[config.mk]
export PLATFORM = sky130hd
export DESIGN_NAME = hex_scan_display
export DESIGN_NICKNAME = d
export VERILOG_FILES = /design/src/rtl/hex_scan_display.sv
export SDC_FILE = /design/constraint.sdc
export NUM_CORES = 1
export LEC_CHECK = 0
export CORE_MARGIN = 2
export CORE_UTILIZATION = 60
export DETAILED_ROUTE_END_ITERATION = 16
export GPL_ROUTABILITY_DRIVEN = 0
export MAX_ROUTING_LAYER = met4
export PLACE_DENSITY_LB_ADDON = 0.1
export SYNTH_ARGS = -nofsm -noshare
export SYNTH_HDL_FRONTEND = slang
export SYNTH_SLANG_ARGS = --single-unit
[constraint.sdc]
create_clock -name clk -period 4.9 [get_ports clk]
set_input_delay 0.735 -clock clk [delete_from_list [all_inputs] [get_ports clk]]
set_output_delay 0.735 -clock clk [all_outputs]
set_load 0.05 [all_outputs]
[src/rtl/hex_scan_display.sv]
// -----------------------------------------------------------------------------
// hex_scan_display
//
// Time-multiplexed driver for a bank of common-anode seven-segment digits plus
// one sign digit. A packed hex value and a sign are captured on a load strobe
// and copied to the display registers only at the frame boundary, so a frame
// in flight never shows a mix of old and new digits. The scan visits one
// position per slot. Each slot opens with a single dead-time cycle that turns
// every digit off. This stops ghosting when the anode moves to the next digit.
//
// Parameters
//   DIGITS       number of hex digit positions (>=1); position DIGITS is sign
//   REFRESH_DIV  clock cycles per scan slot (>=2)
//   LZB          1 enables leading-zero blanking, 0 shows every nibble
//
// Ports
//   clk          system clock, rising edge
//   rst_n        asynchronous active-low reset
//   value        hex value, nibble k drives position k (0 = least significant)
//   neg          sign, 1 shows a minus on the sign digit
//   load         one-cycle strobe capturing value/neg
//   seg          segments {a,b,c,d,e,f,g} = seg[6:0], active low
//   an           digit enables, active low; an[DIGITS] is the sign digit
//   pending      a captured update is waiting for the next frame boundary
//   frame_start  one-cycle pulse in the cycle after the scan wraps to 0
// -----------------------------------------------------------------------------
module hex_scan_display #(
    parameter int DIGITS      = 4,
    parameter int REFRESH_DIV = 50000,
    parameter int LZB         = 1
) (
    input  logic                  clk,
    input  logic                  rst_n,
    input  logic [4*DIGITS-1:0]   value,
    input  logic                  neg,
    input  logic                  load,
    output logic [6:0]            seg,
    output logic [DIGITS:0]       an,
    output logic                  pending,
    output logic                  frame_start
);

    localparam int CNT_W = $clog2(REFRESH_DIV);
    localparam int IDX_W = $clog2(DIGITS + 1);

    localparam logic [CNT_W-1:0] CNT_MAX = CNT_W'(REFRESH_DIV - 1);
    localparam logic [IDX_W-1:0] IDX_MAX = IDX_W'(DIGITS);

    localparam logic [6:0] SEG_OFF   = 7'h7F;
    localparam logic [6:0] SEG_MINUS = 7'h7E;

    // -------------------------------------------------------------------------
    // State
    // -------------------------------------------------------------------------
    logic [CNT_W-1:0]    div_cnt;
    logic [IDX_W-1:0]    idx;
    logic [4*DIGITS-1:0] pend_val;
    logic                pend_neg;
    logic [4*DIGITS-1:0] disp_val;
    logic                disp_neg;

    // Last cycle of the last slot: the next edge wraps the scan to position 0.
    logic frame_boundary;
    assign frame_boundary = (div_cnt == CNT_MAX) && (idx == IDX_MAX);

    // -------------------------------------------------------------------------
    // Segment decode for one hex nibble (active low, {a..g}).
    // -------------------------------------------------------------------------
    function automatic logic [6:0] hex_to_seg(input logic [3:0] nib);
        logic [6:0] s;
        case (nib)
            4'h0: s = 7'h01;
            4'h1: s = 7'h4F;
            4'h2: s = 7'h12;
            4'h3: s = 7'h06;
            4'h4: s = 7'h4C;
            4'h5: s = 7'h24;
            4'h6: s = 7'h20;
            4'h7: s = 7'h0F;
            4'h8: s = 7'h00;
            4'h9: s = 7'h04;
            4'hA: s = 7'h08;
            4'hB: s = 7'h60;
            4'hC: s = 7'h31;
            4'hD: s = 7'h42;
            4'hE: s = 7'h30;
            default: s = 7'h38;
        endcase
        return s;
    endfunction

    // -------------------------------------------------------------------------
    // Scan timing: div_cnt paces the slot, idx picks the position.
    // -------------------------------------------------------------------------
    // NOTE: sequential state is written with non-blocking assignments so every
    // flop samples the values from before the edge; combinational blocks use
    // blocking assignments because they evaluate in order like software.
    always_ff @(posedge clk or negedge rst_n) begin
        if (!rst_n) begin
            div_cnt <= '0;
            idx     <= '0;
        end else if (div_cnt == CNT_MAX) begin
            div_cnt <= '0;
            idx     <= (idx == IDX_MAX) ? '0 : idx + IDX_W'(1);
        end else begin
            div_cnt <= div_cnt + CNT_W'(1);
        end
    end

    // -------------------------------------------------------------------------
    // Capture and frame-synchronous apply.
    // A load on the boundary cycle bypasses the pending stage so it takes
    // effect at this boundary rather than one frame later.
    // -------------------------------------------------------------------------
    // NOTE: the value registers are reset even though they are plain data;
    // the display must come out of reset showing a known zero, and the pending
    // copy must not leak a stale update into the first frame.
    always_ff @(posedge clk or negedge rst_n) begin
        if (!rst_n) begin
            pend_val <= '0;
            pend_neg <= 1'b0;
            disp_val <= '0;
            disp_neg <= 1'b0;
            pending  <= 1'b0;
        end else if (frame_boundary) begin
            if (load) begin
                disp_val <= value;
                disp_neg <= neg;
                pend_val <= value;
                pend_neg <= neg;
            end else if (pending) begin
                disp_val <= pend_val;
                disp_neg <= pend_neg;
            end
            pending <= 1'b0;
        end else if (load) begin
            pend_val <= value;
            pend_neg <= neg;
            pending  <= 1'b1;
        end
    end

    // -------------------------------------------------------------------------
    // Leading-zero blanking: position k (k>=1) is dark when it and every
    // higher nibble are zero. Position 0 always shows, so zero reads "0".
    // -------------------------------------------------------------------------
    logic [DIGITS-1:0] blank;
    logic              higher_zero;

    // NOTE: every signal driven here gets a default before any conditional
    // logic, so no path leaves it unassigned and no latch is inferred.
    always_comb begin
        blank       = '0;
        higher_zero = 1'b1;
        if (LZB != 0) begin
            for (int k = DIGITS - 1; k >= 1; k--) begin
                higher_zero = higher_zero && (disp_val[4*k +: 4] == 4'h0);
                blank[k]    = higher_zero;
            end
        end
    end

    // -------------------------------------------------------------------------
    // Select the nibble and enable pattern for the current position. A mux
    // loop is used because idx can equal DIGITS (the sign slot), which would
    // fall outside disp_val with an indexed part-select.
    // -------------------------------------------------------------------------
    logic [3:0]    cur_nib;
    logic          cur_blank;
    logic [DIGITS:0] an_sel;

    always_comb begin
        cur_nib   = 4'h0;
        cur_blank = 1'b0;
        for (int k = 0; k < DIGITS; k++) begin
            if (idx == IDX_W'(k)) begin
                cur_nib   = disp_val[4*k +: 4];
                cur_blank = blank[k];
            end
        end
    end

    always_comb begin
        an_sel = '1;
        for (int k = 0; k <= DIGITS; k++) begin
            an_sel[k] = (idx != IDX_W'(k));
        end
    end

    // -------------------------------------------------------------------------
    // Registered outputs. The first cycle of every slot is dead time, so two
    // different anodes are never enabled on consecutive cycles.
    // -------------------------------------------------------------------------
    always_ff @(posedge clk or negedge rst_n) begin
        if (!rst_n) begin
            seg         <= SEG_OFF;
            an          <= '1;
            frame_start <= 1'b0;
        end else begin
            frame_start <= frame_boundary;
            if (div_cnt == '0) begin
                seg <= SEG_OFF;
                an  <= '1;
            end else begin
                an <= an_sel;
                if (idx == IDX_MAX) begin
                    seg <= disp_neg ? SEG_MINUS : SEG_OFF;
                end else begin
                    seg <= cur_blank ? SEG_OFF : hex_to_seg(cur_nib);
                end
            end
        end
    end

endmodule

---- After elaboration in Yosys (flattened, before gate mapping) ----
Memory sizes are Yosys's and may differ from the RTL's.
Index checks and enable logic that the tools add are counted.
storage, ports and cells
  bits in registers ....................... 67
  latch bits .............................. 0
  RAM bits ................................ 0
  memory bits (read-only) ................. 112
  bits of input ports ..................... 20
  output and inout bits ................... 14
  logic and storage cells ................. 54
  memories ................................ 1
operators by class
  add/sub/neg operators ................... 2
  multiply operators ...................... 0
  div/mod/pow operators ................... 0
  magnitude comparators ................... 0
  equality and inequality tests ........... 9
  shift operators ......................... 0
  mux-type cells .......................... 20
  bitwise logic cells ..................... 0
  reduce and logical (&&, ||, !) cells .... 12
memories
  name              depth  width  rd ports  clocked after memory_dff  wr ports  RTL line  RTL
  (name not given)  16     7      1         0                         0         71        case (nib)
operators with widths
  kind                                                  count
  two-way mux 16 bit                                    3
  two-way mux 7 bit                                     3
  adder 16 x 1 -> 16 bit (second input constant)        1
  equality test 16 bit (second input constant)          1
  logical NOT 16 bit                                    1
  two-way mux 4 bit                                     4
  logical NOT 4 bit                                     3
  two-way mux 1 bit                                     8
  equality test 3 x 2 -> 1 bit (second input constant)  2
  != test 3 x 2 -> 1 bit (second input constant)        2
  two-way mux 5 bit                                     1
  nonzero test 2 bit                                    2
  adder 3 x 1 -> 3 bit (second input constant)          1
  equality test 3 x 1 -> 1 bit (second input constant)  1
  equality test 3 bit (second input constant)           1
  logical AND 1 bit                                     3
  logical NOT 3 bit                                     1
  two-way mux 3 bit                                     1
  != test 3 x 1 -> 1 bit (second input constant)        1
  != test 3 bit (second input constant)                 1
  nonzero test 3 bit                                    1
  AND reduction 2 bit                                   1

---- Depth between registers and ports, before layout ----
Gate-level depths: netlist of the first run.
  depth after elaboration ................. 9
  mapped depth ............................ 10
  mapped depth without buffers ............ 10

---- Worst setup path after synthesis of the first run ----
Ideal clock, no wire load.
  path type ............................... register to register
  start point ............................. reg idx[0]
  end point ............................... reg seg[6]
  library setup time ...................... 92 ps
  arrival ................................. 2,440 ps
  required time ........................... 4,808 ps
  slack ................................... 2,368 ps
  cell stages (with the launch flop) ...... 11
  path buffers ............................ 0
  period minus slack after synthesis ...... 2,532 ps
  path through ............................ dfrtp_1 inv_1 ha_1 nor2b_1 a221o_1 a32oi_1 inv_1 ha_1 or3_1 o21ai_0 o21ai_0
between the ends
  cells in the longest elaborated chain, start to end .. 9
  elaborated cells on any way between the ends .. 16
  classes of those cells .................. eq/ne (4); mux (10); reduce/logical (1); memory (1)
RTL lines
  what                            RTL line  RTL
  start, declared                 56        logic [IDX_W-1:0] idx;
  start signal, assigned          104       idx <= (idx == IDX_MAX) ? '0 : idx + IDX_W'(1);
  logical NOT 3 bit               176       if (idx == IDX_W'(k)) begin
  two-way mux 4 bit (4 in a row)  176
  memory read (16 x 7 bit)        -
  two-way mux 7 bit               209       seg <= cur_blank ? SEG_OFF : hex_to_seg(cur_nib);
  two-way mux 7 bit (*)           206       if (idx == IDX_MAX) begin
  two-way mux 7 bit (*)           201       if (div_cnt == '0) begin
  end signal, assigned            207       seg <= disp_neg ? SEG_MINUS : SEG_OFF;
  end signal, assigned            209
  end, declared                   37        output logic [6:0] seg,
Mark *: on every way between the ends. The rest lies on a longest branch, timed or not.
A chain may end at the register's enable or synchronous reset.

---- Worst setup path after layout of the first run ----
  start point ............................. reg div_cnt[11]
  end point ............................... reg disp_val[1]
between the ends
  cells in the longest elaborated chain, start to end .. 3
RTL lines
  what                           RTL line  RTL
  start, declared                55        logic [CNT_W-1:0] div_cnt;
  start signal, assigned         106       div_cnt <= div_cnt + CNT_W'(1);
  equality test 16 bit           64        assign frame_boundary = (div_cnt == CNT_MAX) && (idx == IDX_MAX);
  logical AND 1 bit              64
  AND reduction 2 bit (no line)  -
  end signal, assigned           127       disp_val <= value;
  end signal, assigned           132       disp_val <= pend_val;
  end, declared                  59        logic [4*DIGITS-1:0] disp_val;
No other way between the ends.

==> results of run 1 <==
## critical path, cell delays in order (launching register included)
cell and delay [ns]:
dfrtp_1 0.41, or4_4 0.56, nor4_4 0.21, and2_1 0.50
nor3b_4 0.93, mux2_2 0.42
## layer usage
metal  routed length [um]  vias to the layer above  global-route usage  part of all wire
li1                     -                      978                   -                 -
met1                 2580                      992               0.304              0.47
met2                 2610                       56               0.324              0.47
met3                  213                       14              0.0427             0.038
met4                  144                        0               0.115             0.026
met5                    0                        -                   -                 0
## final cells by class
| type | count | area [um^2] |
|---|---|---|
| Clock inverter | 5 | 52.6 |
| Clock buffer | 11 | 141 |
| Sequential cell | 67 | 1690 |
| Timing Repair Buffer | 35 | 340 |
| Inverter | 10 | 37.5 |
| Multi-Input combinational cell | 171 | 1380 |
| Tap cell | 70 | 87.6 |
| Fill cell | 376 | 1380 |
## flip-flops by register name (all words and copies together), names as in the netlist
signal and count:
pending 1, pend_neg 1, seg 7, pend_val 16, div_cnt 16, disp_val 16
idx 3, an 5, frame_start 1, disp_neg 1
## cells in the final DEF (no fill, tap or decap), types with 5 or more instances in the layout
cell type	n
clkdlybuf4s50_1	32
nand2_1	21
nor2_1	13
xor2_1	8
dfrtp_1	55
o21ai_0	8
inv_1	10
ha_1	13
nand2b_1	6
dfstp_2	12
nand3_1	10
mux2_2	27
a21oi_1	5
clkbuf_8	10
mux2_4	10
## power groups by stage
stage / clock network (mW) / registers [mW] / logic, mW
final: 0.450 / 0.570 / 0.0494
after global routing: 0.480 / 0.572 / 0.0559
after CTS: 0.459 / 0.570 / 0.0508
after detailed placement: 0 / 0.581 / 0.0506
after global placement: 0 / 0.580 / 0.0492
after floorplan: 0 / 0.580 / 0.0199
## cell families (layout without fill, tap and decap cells)
family | Yosys count | after routing
xor+xnor | 12 | 12
flops | 67 | 67
compound gates | 28 | 28
simple gates | 77 | 77
fa+ha+maj | 13 | 13
buf+inv | 20 | 61
mux | 41 | 41
## cells in the mapped netlist (2+ instances only)
cell type / instances / area [um^2]
o211ai_1: 2 / 15.0
nand2b_1: 6 / 37.5
dfstp_2: 12 / 315
o221ai_1: 2 / 17.5
dfrtp_1: 55 / 1380
and2_1: 2 / 12.5
nor2b_1: 2 / 12.5
o21ai_0: 8 / 40.0
mux2i_1: 4 / 40.0
a32oi_1: 4 / 35.0
nand3b_1: 2 / 15.0
mux2_2: 27 / 304
or3_1: 2 / 12.5
nor2_1: 13 / 48.8
nor4_1: 3 / 18.8
clkbuf_1: 8 / 30.0
inv_1: 10 / 37.5
ha_1: 13 / 163
a31oi_1: 2 / 12.5
and3_1: 4 / 25.0
nand2_1: 21 / 78.8
mux2_4: 10 / 150
nor3_1: 4 / 20.0
a21oi_1: 5 / 25.0
a221o_1: 3 / 30.0
nand3_1: 10 / 50.1
xnor2_1: 4 / 35.0
and4_1: 2 / 17.5
xor2_1: 8 / 70.1
## final timing paths
path                                               from                        to  slack, ns
worst min-delay path            pend_val[3]$_DFFE_PN0P_   pend_val[3]$_DFFE_PN0P_       0.50
min in group asynchronous                         rst_n   pend_val[3]$_DFFE_PN0P_       0.55
max in group asynchronous                         rst_n  pend_val[11]$_DFFE_PN0P_       3.83
worst max-delay path              div_cnt[11]$_DFF_PN0_   disp_val[1]$_DFFE_PN0P_       1.76
worst max register to register    div_cnt[11]$_DFF_PN0_   disp_val[1]$_DFFE_PN0P_       1.76
worst min register to register  pend_val[3]$_DFFE_PN0P_   pend_val[3]$_DFFE_PN0P_       0.50
## through the flow
step	hold slack, ns	utilization	cell area (um^2)	total power [mW]	setup slack, ns
final	0.499	0.730	3730	1.07	1.76
after CTS	0.504	0.730	3730	1.08	1.75
after global routing	0.517	0.730	3730	1.11	1.58
after detailed placement	0.488	0.692	3530	0.631	1.78
after floorplan	0.439	-	3170	0.599	2.37
after global placement	0.481	0.692	3530	0.629	1.86
==> flow_summary_export.csv, run 1 <==
group,metric,value,unit
drt,ant_nets,0,
logic_synthesis,synth-edff-count,0,
sta,grt_setup_unrepaired,"false",
clock_network,cts_max_level,3,
sta,fin_setup_tns,0,ns
status,status,"completed",
global_route,grt_pass1_wl,9940,um
critical_path,cp-start-kind,"register",
drt,totalWireLength,5540,um
drt,avgViaCountPerCell,5.53,
critical_path,crit_arrival,3.37,ns
logic_synthesis,yosys.area_share.simple,0.134,
sta,fin_skew,0.00663,ns
layout,n_antenna_cell,0,
sta,finalSetupViolCount,0,
floorplan,die_y,76.6,um
critical_path,rr_worst_depth,5,
sta,finalCritPeriodShare,0.640,
pwr,power_density,287,nW/um^2
logic_synthesis,synth_fp_nets,291,
global_route,grt.overflow.total,0,
placed_design,hpwl,3820,um
placed_design,dp.cells,353,
sta,finalCriticalPeriod,3.14,ns
floorplan,core-area,5110,um^2
sta,slew_viol_final,0,
logic_synthesis,ys_seq_area_frac,0.534,
layout,fin_nets,327,
sta,fmax,319,MHz
logic_synthesis,synth_top_family_by_area,"multiplexers",
clock_network,cts_sinks,67,
clock_network,cts_buffer_depth,2,
logic_synthesis,async_flop_share,1.00,
critical_path,worst_setup_path_end_kind,"register",
pwr,p_clk_frac,0.421,
logic_synthesis,yosys.area_share.xor_xnor,0.0332,
layout,fin_cells,369,
pwr,p_int,0.840,mW
floorplan,ios,34,
global_route,grt_max_degree,68,
critical_path,crit_required,5.13,ns
pwr,swShare,0.214,
logic_synthesis,ys_types,39,
sta,worst_slew_pin_slew,1.02,ns
global_route,grt_usage,0.224,
pwr,p_seq_frac,0.533,
drt,first_iter_violations,137,
logic_synthesis,avgSynthCellArea,12.3,um^2
critical_path,path_class,"reg -> reg",
critical_path,path_max_fanout,17,
clock_network,cts-resized-gates,0,
global_route,antenna_found_initial,0,
clock_network,root_buffer,"clkbuf_8",
logic_synthesis,ys_warn_count,0,
pwr,switchingPower,0.229,mW
clock_network,clock_latency,0.35,ns
drt,vias,2040,
clock_network,cts_tree,"built",
drt,post-route-drc-count,0,
min_path,hold_depth,1,
logic_synthesis,synth_mux_area_frac,0.156,
layout,area_delta_synth_final,17.7,%
run,maxCapViolations,0,
floorplan,start_util,0.620,
clock_network,cts.clk_slew.worst_paths,0.07,ns
floorplan,die_area,5870,um^2
drt,wl_per_cell,15.0,um
global_route,first_global_vias,2085,
pwr,leakagePower,1.64,nW
clock_network,ctsHoldBuffers,0,
clock_network,cts_setup_buffers,0,
logic_synthesis,synth_compound_area_frac,0.0601,
floorplan,dieWidth,76.6,um
sta,slew-limit-headroom,0.322,
logic_synthesis,ys_ff_latch,67,
sta,hold_viol_final,0,
placed_design,io_buffer_count,33,
clock_network,cts_buffers,9,
logic_synthesis,synth_ff_type,"dfrtp_1",
layout,layout-drive-gt1-share,0.234,
logic_synthesis,synth_cells,258,
min_path,hold_path_class,"reg -> reg",
floorplan,rows,26,
logic_synthesis,synth_fa_ha_area_frac,0.0514,
logic_synthesis,syn_area,3170,um^2
drt,dr.pass1.iters,4,
pwr,ir_worst_vdd,0.000227,V
pwr,combPwrFrac,0.046,
(Power assumes the default switching activity.)
==> run 2, diff against run 1 <==
Settings changed: CORE_UTILIZATION 60 to 51.
Clock period 4.9 ns to 2.8 ns, I/O delays scaled along.
==> flow_summary_export.csv, run 2 (synthesis gave the netlist of run 1 again) <==
group,metric,value,unit
layout,reg_top3,"disp_val x16, div_cnt x16, pend_val x16",
sta,finalSetupViolCount,0,
sta,holdWs,0.108,ns
critical_path,crit_required,3.06,ns
global_route,grt-busiest-layer,"met2",
critical_path,path_max_fanout,7,
clock_network,cts_buffer_depth,2,
sta,hold_viol_final,0,
critical_path,worst_setup_path_end_kind,"register",
global_route,grt.overflow.total,0,
sta,slew-limit-headroom,0.553,
clock_network,cts_buffers,9,
floorplan,die_area,6850,um^2
drt,wl_per_cell,15.2,um
layout,mostFrequentLayoutCell,"dfrtp_1",
layout,area_delta_synth_final,20.8,%
critical_path,crit_path_cell_trace,"inv_1 -> ha_1 -> nor2b_1 -> a221o_1 -> a32oi_1 -> inv_1 -> ha_1 -> or3_1 -> o21ai_0 -> o21ai_0",
clock_network,cts-resized-gates,0,
clock_network,cts_tree,"built",
critical_path,crit_path_top_delay_cell,"dfrtp_1",
drt,ant_nets,0,
critical_path,cp-start-kind,"register",
drt,first_iter_violations,50,
run,maxCapViolations,0,
sta,fin_setup_tns,0,ns
floorplan,dieWidth,82.8,um
pwr,ir_worst_vdd,0.000304,V
critical_path,path_class,"reg -> reg",
global_route,gr-usage-met1,0.268,
clock_network,root_buffer,"clkbuf_8",
layout,final_cell_area,3820,um^2
global_route,grt_pass1_wl,9780,um
layout,fin_nets,333,
pwr,leakagePower,1.69,nW
layout,final_cell_mix,"dfrtp_1, clkdlybuf4s50_1, mux2_2, nand2_1",
clock_network,cts_setup_buffers,0,
placed_design,place_ws,0.299,ns
sta,finalCriticalPeriod,2.53,ns
global_route,antenna_found_initial,0,
status,status,"completed",
floorplan,core-area,5960,um^2
drt,avgViaCountPerCell,5.50,
drt,dr.pass1.iters,4,
clock_network,cts_sinks,67,
global_route,grt_util_met3,0.0519,
floorplan,start_util,0.532,
global_route,met2_usage,0.297,
clock_network,cts_max_level,3,
sta,fmax,395,MHz
critical_path,path_delay_family,"compound AO/OA/AOI/OAI gates",
global_route,grt_max_degree,38,
sta,finalCritPeriodShare,0.904,
critical_path,r2r_slack,0.27,ns
placed_design,hpwl,4050,um
layout,n_antenna_cell,0,
global_route,grt_usage,0.203,
min_path,hold_path_class,"in -> async",
drt,totalWireLength,5780,um
sta,worst_slew_pin_slew,0.671,ns
clock_network,cts.clk_slew.worst_paths,0.07,ns
sta,fin_skew,0.00685,ns
placed_design,io_buffer_count,33,
drt,post-route-drc-count,0,
clock_network,clock_latency,0.35,ns
placed_design,postPlaceCellArea,3600,um^2
global_route,first_global_vias,2073,
drt,vias,2091,
floorplan,rows,28,
floorplan,ios,34,
sta,slew_viol_final,0,
sta,grt_setup_unrepaired,"false",
sta,worst_slack,0.269,ns
clock_network,ctsHoldBuffers,0,
pwr,power_density,520,nW/um^2
floorplan,die_y,82.8,um
critical_path,crit_buf_inv,2,
critical_path,max_stage_delay,0.40,ns
layout,layout-drive-gt1-share,0.249,
critical_path,crit_arrival,2.79,ns
==> run 2: changes by cell type in the layout (fill, tap and decap cells not counted) <==
| cell | before | now |
|---|---|---|
| clkinv_2 | 3 | 1 |
| buf_12 | 0 | 1 |
| bufinv_16 | 1 | 2 |
| buf_4 | 2 | 7 |
| clkbuf_8 | 10 | 11 |
==> run 2: per-layer routing <==
metal  vias to the layer above  share of wire
li1                        996              -
met1                      1043           0.49
met2                        41           0.45
met3                        11          0.040
met4                         0          0.018
met5                         -              0
==> run 2: layout make-up <==
class                   instances  area (um^2)
clock buffers                  12          155
clock inverters                 4         72.6
fillers                       494         2130
inverters                      10         37.5
multi-input cells             171         1380
flip-flops and latches         67         1690
well taps                      75         93.8
repair buffers                 41          398
==> run 2: final timing paths <==
kind,from,to,cells past startpoint
max,idx[1]$_DFFE_PN0N_,seg[6]$_DFF_PN1_,10
min,rst_n,pend_val[15]$_DFFE_PN0P_,1
max reg2reg,idx[1]$_DFFE_PN0N_,seg[6]$_DFF_PN1_,10
min reg2reg,div_cnt[12]$_DFF_PN0_,div_cnt[12]$_DFF_PN0_,1
max in group asynchronous,rst_n,an[1]$_DFF_PN1_,2
min in group clk,div_cnt[12]$_DFF_PN0_,div_cnt[12]$_DFF_PN0_,1
==> run 2: through the flow <==
stage                     std cells  utilization  total power, mW
after floorplan                 258            -             1.05
after global placement          364        0.604             1.10
after detailed placement        364        0.604             1.11
after CTS                       380        0.642             2.02
final                           380        0.642             1.99
after global routing            380        0.642             2.07
==> run 2: worst reg2reg max path, cell delays in order, from the launching register on <==
cell	delay, ns
dfrtp_1	0.40
inv_1	0.10
ha_1	0.28
nor2b_1	0.13
a221o_1	0.36
a32oi_1	0.29
inv_1	0.10
ha_1	0.23
or3_1	0.37
o21ai_0	0.07
o21ai_0	0.10
==> run 2: power by group <==
part           internal [mW]  leakage [nW]  total (mW)  switching, mW
Clock                  0.548         0.113       0.901          0.353
Sequential             0.993         0.835       0.998        0.00551
Combinational         0.0488         0.740      0.0892         0.0405
Total                   1.59          1.69        1.99          0.399
==> RTL change 1 (config.mk and constraints of run 2) <==
`REFRESH_DIV`: 50000 -> 12500.
--- a/src/rtl/hex_scan_display.sv
+++ b/src/rtl/hex_scan_display.sv
@@ -27,5 +27,5 @@
 module hex_scan_display #(
     parameter int DIGITS      = 4,
-    parameter int REFRESH_DIV = 50000,
+    parameter int REFRESH_DIV = 12500,
     parameter int LZB         = 1
 ) (
Check against the original RTL: same outputs for any inputs over 10 cycles, from zero or initial values and one cycle with rst_n low; that may be too few to reach the edited logic, so the function may still have changed.
==> RTL change 1 against run 2 <==
Critical path depth is the same. Sequential cell count shrank 2. Routed wire length grew 0.78%. Worst setup slack lost 0.11 ns. Die area shrank 1.2%. Total power shrank 3.4%. Final area shrank 0.20%. Maximum frequency shrank 4.2%. First-iteration DRC count grew 62%. Via count shrank 3.4%. Synthesized area shrank 1.3%.
==> RTL change 1: results (changes against run 2) <==
* Area fraction in compound gates after synthesis at 8.25% (was 6.01%)
* Largest net degree at the start of global routing at 28 (was 38)
* Outcome: complete, no violations (unchanged)
* Crit-path max cell delay at 0.37 ns (was 0.40 ns)
* FF-to-FF path depth at 10 (unchanged)
* Place WS at 0.0501 ns (was 0.299 ns)
* Via count at 2020 (was 2091)
* Largest regs: disp_val: 16 flops, pend_val: 16 flops, div_cnt: 14 flops (was disp_val: 16 flops, div_cnt: 16 flops, pend_val: 16 flops)
* Hold slack at 0.0130 ns (was 0.108 ns)
* Placed Cells at 359 (was 364)
* Nets at 329 (was 333)
* Worst path arrival time at 2.92 ns (was 2.79 ns)
* Post-DP HPWL at 4070 µm (was 4050 µm)
* GR Util All Layers at 20.6% (was 20.3%)
* Iter 0 DRT Violations at 81 (was 50)
* Mux cell area share after synthesis at 14.8% (was 15.6%)
* Post-Synth Adder-Cell Area at 5.20% (was 5.14%)
* Post-DP Area at 3570 µm² (was 3600 µm²)
* Max Fanout on Critical Path at 4 (was 7)
* Leakage power at 1.70 nW (was 1.69 nW)
* WL/cell at 15.5 µm (was 15.2 µm)
* Post-synthesis sequential area ratio at 52.5% (was 53.4%)
* Synth top area cells: dfrtp_1 (42%), dfstp_2 (10%), mux2_2 (9.4%) (was dfrtp_1 (43%), dfstp_2 (10%), mux2_2 (9.6%))
* Worst Skew at 0.0115 ns (was 0.00685 ns)
* Post-synthesis xor/xnor area fraction at 3.36% (was 3.32%)
* # fillers at 467 (was 494)
* Mean Syn Cell Area at 12.5 µm² (was 12.3 µm²)
* Non-Filler Instances at 376 (was 380)
* Fraction of layout cells with a size suffix above 1 at 26.9% (was 24.9%)
* Maximum vdd drop at 310 µV (was 304 µV)
* Post-synth net total at 284 (was 291)
* First-pass GRT wire length at 9830 µm (was 9780 µm)
* Count of cell types in the netlist at 50 (was 39)
* Commonest cells post-synth: dfrtp_1 (53), mux2_2 (26), nor2_1 (16) (was dfrtp_1 (55), mux2_2 (27), nand2_1 (21))
* FF-to-FF setup slack at 0.16 ns (was 0.27 ns)
* DR pass1 iterations at 4 (unchanged)
## RTL change 1: cell types whose count changed in the layout (fill, tap and decap cells not counted), sizes merged, moves of 2 or more
cell / run 2 / this run
buf: 9 / 12
or4: 2 / 0
nand2: 21 / 12
nand2b: 6 / 3
nand4: 1 / 3
mux2i: 4 / 2
nor2b: 2 / 4
a21oi: 5 / 3
o221ai: 2 / 0
or2: 0 / 2
nand3: 10 / 8
dfrtp: 55 / 53
nor2: 13 / 16
## RTL change 1: timing repair
item,in CTS,in global routing
endpoints found under the setup margin,0,2
gates resized for setup,0,5
setup buffers,0,1
## RTL change 1: per-layer routing
metal | global-route usage (%) | vias to the layer above | wire [µm]
met2 | 30.2 | 46 | 2700
li1 | - | 985 | -
met5 | - | - | 0
met4 | 8.33 | 0 | 116
met3 | 6.74 | 11 | 281
met1 | 26.3 | 978 | 2730
## RTL change 1: how the worst max path moves through the flow
stage,end,slack [ns],depth (start not counted)
6_report,seg[6],0.16,10
5_1_grt,seg[3],0.04,11
4_1_cts,seg[6],0.02,10
3_5_place_dp,seg[6],0.05,10
3_3_place_gp,seg[6],0.18,10
2_1_floorplan,seg[6],0.01,11
## RTL change 1: cell type report
| type | count | area (µm²) | area share (%) |
|---|---|---|---|
| Multi-Input combinational cell | 166 | 1410 | 36.9 |
| Clock buffer | 13 | 149 | 3.90 |
| Inverter | 10 | 37.5 | 0.984 |
| Clock inverter | 3 | 65.1 | 1.70 |
| Tap cell | 75 | 93.8 | 2.46 |
| Sequential cell | 65 | 1640 | 43.0 |
| Timing Repair Buffer | 44 | 420 | 11.0 |
## RTL change 1: worst register-to-register path, cell delays in order (launching register included)
cell,delay (ns)
dfrtp_1,0.37
inv_1,0.11
ha_1,0.21
nor2b_1,0.16
a221o_1,0.37
a32oi_2,0.25
inv_1,0.09
ha_2,0.21
or3_1,0.37
mux2_2,0.26
o32a_1,0.17
## RTL change 1: cells by family after synthesis
group / after synthesis
AND/OR/NAND/NOR: 71
multiplexers: 38
AO/OA/AOI/OAI: 32
flip-flops: 65
adder cells (fa/ha/maj): 13
buffers and inverters: 20
XOR/XNOR: 12
## RTL change 1: report_power, final
group / internal, mW / switching (mW) / total (mW)
combinational: 0.0477 / 0.0379 / 0.0855
sequential: 0.964 / 0.00556 / 0.970
clock: 0.525 / 0.341 / 0.867
==> RTL change 2 (config.mk and constraints of run 2) <==
Without the edit above. Remove the register `frame_start`: a continuous assignment takes its place, so the output `frame_start` follows one clock earlier. Comments in the files are not updated.
--- a/src/rtl/hex_scan_display.sv
+++ b/src/rtl/hex_scan_display.sv
@@ -196,7 +196,5 @@
             seg         <= SEG_OFF;
             an          <= '1;
-            frame_start <= 1'b0;
         end else begin
-            frame_start <= frame_boundary;
             if (div_cnt == '0) begin
                 seg <= SEG_OFF;
@@ -213,4 +211,6 @@
     end
 
+    assign frame_start = frame_boundary;
+
 endmodule
 
Check against the original RTL: no difference found for any inputs over 10 cycles, from zero or initial values and one cycle with rst_n low; that may be too few to reach the edited logic, so the function may still have changed.
==> RTL change 2 against run 2 <==
Worst setup slack better by 0.036 ns. Clock skew is essentially flat. Final area is 1.6% lower. Via count fell by 1.5%. Global-route usage rose by 0.74 points. Combinational power down 1%. Sequential power shrank 1%. Routed wire length increased by 0.33%. Cell count is 0.26% lower. Total power decreased by 9.3%. Synthesized area decreased by 0.79%. Sequential cell count fell by 1.
==> RTL change 2: results (changes against run 2) <==
* Mean Syn Cell Area at 12.2 µm² (was 12.3 µm²)
* Worst Skew at 0.00666 ns (was 0.00685 ns)
* PortBufs at 33 (unchanged)
* Clock Latency Late Sink at approximately 0.34 ns
* Delay-heaviest family, CP: simple AND/OR/NAND/NOR gates (was compound AO/OA/AOI/OAI gates)
* Fraction of layout cells with a size suffix above 1 at 25.0% (was 24.9%)
* Post-synthesis async set-or-reset flop share at 100% (unchanged)
* Clock slew at reported path FFs at 0.07 ns (about the same)
* Slew headroom at 52.2% (was 55.3%)
* Max Used Layer: met4 (unchanged)
* Nets at 332 (was 333)
* Post-synth net total at 290 (was 291)
* Commonest cells post-synth: dfrtp_1 (54), mux2_2 (27), nand2_1 (21) (was dfrtp_1 (55), mux2_2 (27), nand2_1 (21))
* Number of gates resized after CTS at 0 (unchanged)
* Post-DP HPWL at 4170 µm (was 4050 µm)
* Max Fanout on Critical Path at 4 (was 7)
* Iter 0 DRT Violations at 129 (was 50)
* DR pass1 iterations at 4 (unchanged)
* Initial antenna violation count at 0 (unchanged)
* Routed wl met3 at 216 µm (was 232 µm)
* Worst path slowest cell: or4_4 (was dfrtp_1)
* Count of cell types in the netlist at 39 (unchanged)
* Drt drc at 0 (unchanged)
* Routed wl met2 at 2730 µm (was 2610 µm)
* Leakage power at 1.66 nW (was 1.69 nW)
* Outcome: complete, no violations (unchanged)
* Synth warnings at 0 (unchanged)
* Postcts setup bufs at 0 (unchanged)
* Post-synthesis sequential area ratio at 53.1% (was 53.4%)
* H-tree Lvls at 3 (unchanged)
* Total CTS buffers at 9 (unchanged)
* Min-delay worst type: primary input to asynchronous set/reset pin (unchanged)
* Number of diodes at 0 (unchanged)
* CTS Buffer Depth at 2 (unchanged)
* First-pass GRT wire length at 10000 µm (was 9780 µm)
* Wl on met1 at 2760 µm (was 2830 µm)
* CTS root buf: clkbuf_8 (unchanged)
* Crit-path max cell delay at 0.55 ns (was 0.40 ns)
* Maximum vdd drop at 314 µV (was 304 µV)
* Via count at 2059 (was 2091)
* Worst path arrival time at 2.07 ns (was 2.79 ns)
* Largest regs: disp_val: 16 flops, div_cnt: 16 flops, pend_val: 16 flops (unchanged)
* Placed Cells at 363 (was 364)
* WL final at 5800 µm (was 5780 µm)
* Non-Filler Instances at 379 (was 380)
* GR Util All Layers at 21.0% (was 20.3%)
* Largest net degree at the start of global routing at 35 (was 38)
* Synth top area cells: dfrtp_1 (43%), dfstp_2 (10%), mux2_2 (9.7%) (was dfrtp_1 (43%), dfstp_2 (10%), mux2_2 (9.6%))
## RTL change 2: cell types whose count changed in the layout (fill, tap and decap cells not counted), sizes merged
cell	change
clkbuf	+2
clkinv	+1
clkinvlp	-1
dfrtp	-1
clkdlybuf4s50	-1
bufinv	-2
buf	+1
## RTL change 2: path summary, 6_finish.rpt
kind / from / end / slack [ns] / cells after the start
max: div_cnt[11] / frame_start / 0.31 / 5
min: rst_n / pend_val[4] / 0.12 / 1
max reg2reg: idx[1] / seg[6] / 0.34 / 10
min reg2reg: pend_val[9] / pend_val[9] / 0.50 / 1
max in group asynchronous: rst_n / seg[0] / 1.98 / 2
min in group clk: pend_val[9] / pend_val[9] / 0.50 / 1
## RTL change 2: logic make-up after synthesis
group | Yosys count | synth area share, %
mux | 41 | 15.7
xor+xnor | 12 | 3.35
fa+ha+maj | 13 | 5.18
flops | 66 | 53.1
simple gates | 77 | 13.5
buf+inv | 20 | 3.15
compound gates | 28 | 6.06
## RTL change 2: cell type report
| type | instances | area (µm²) |
|---|---|---|
| Multi-Input combinational cell | 171 | 1380 |
| Clock buffer | 14 | 173 |
| Timing Repair Buffer | 41 | 408 |
| Inverter | 10 | 37.5 |
| Tap cell | 75 | 93.8 |
| Fill cell | 460 | 2160 |
| Sequential cell | 66 | 1670 |
| Clock inverter | 2 | 10.0 |
## RTL change 2: metrics by stage
stage                     utilization, %  hold WS (ns)  setup slack, ns  cell area (µm²)
after floorplan                        -         0.124            0.268             3140
after global placement              60.5         0.481            0.438             3580
after detailed placement            60.5         0.486            0.361             3580
after CTS                           63.6         0.154            0.287             3760
after global routing                63.6         0.177            0.139             3760
final                               63.6         0.124            0.306             3760
## RTL change 2: routing by layer
| metal | vias up | track usage, % |
|---|---|---|
| met1 | 1007 | 26.5 |
| met3 | 8 | 5.22 |
| met4 | 0 | 9.67 |
| met5 | - | - |
| met2 | 50 | 31.9 |
| li1 | 994 | - |
## RTL change 2: where the power goes
| group | internal, mW | switching (mW) |
|---|---|---|
| clock network | 0.392 | 0.340 |
| registers | 0.979 | 0.00572 |
| logic | 0.0487 | 0.0394 |
| total | 1.42 | 0.385 |
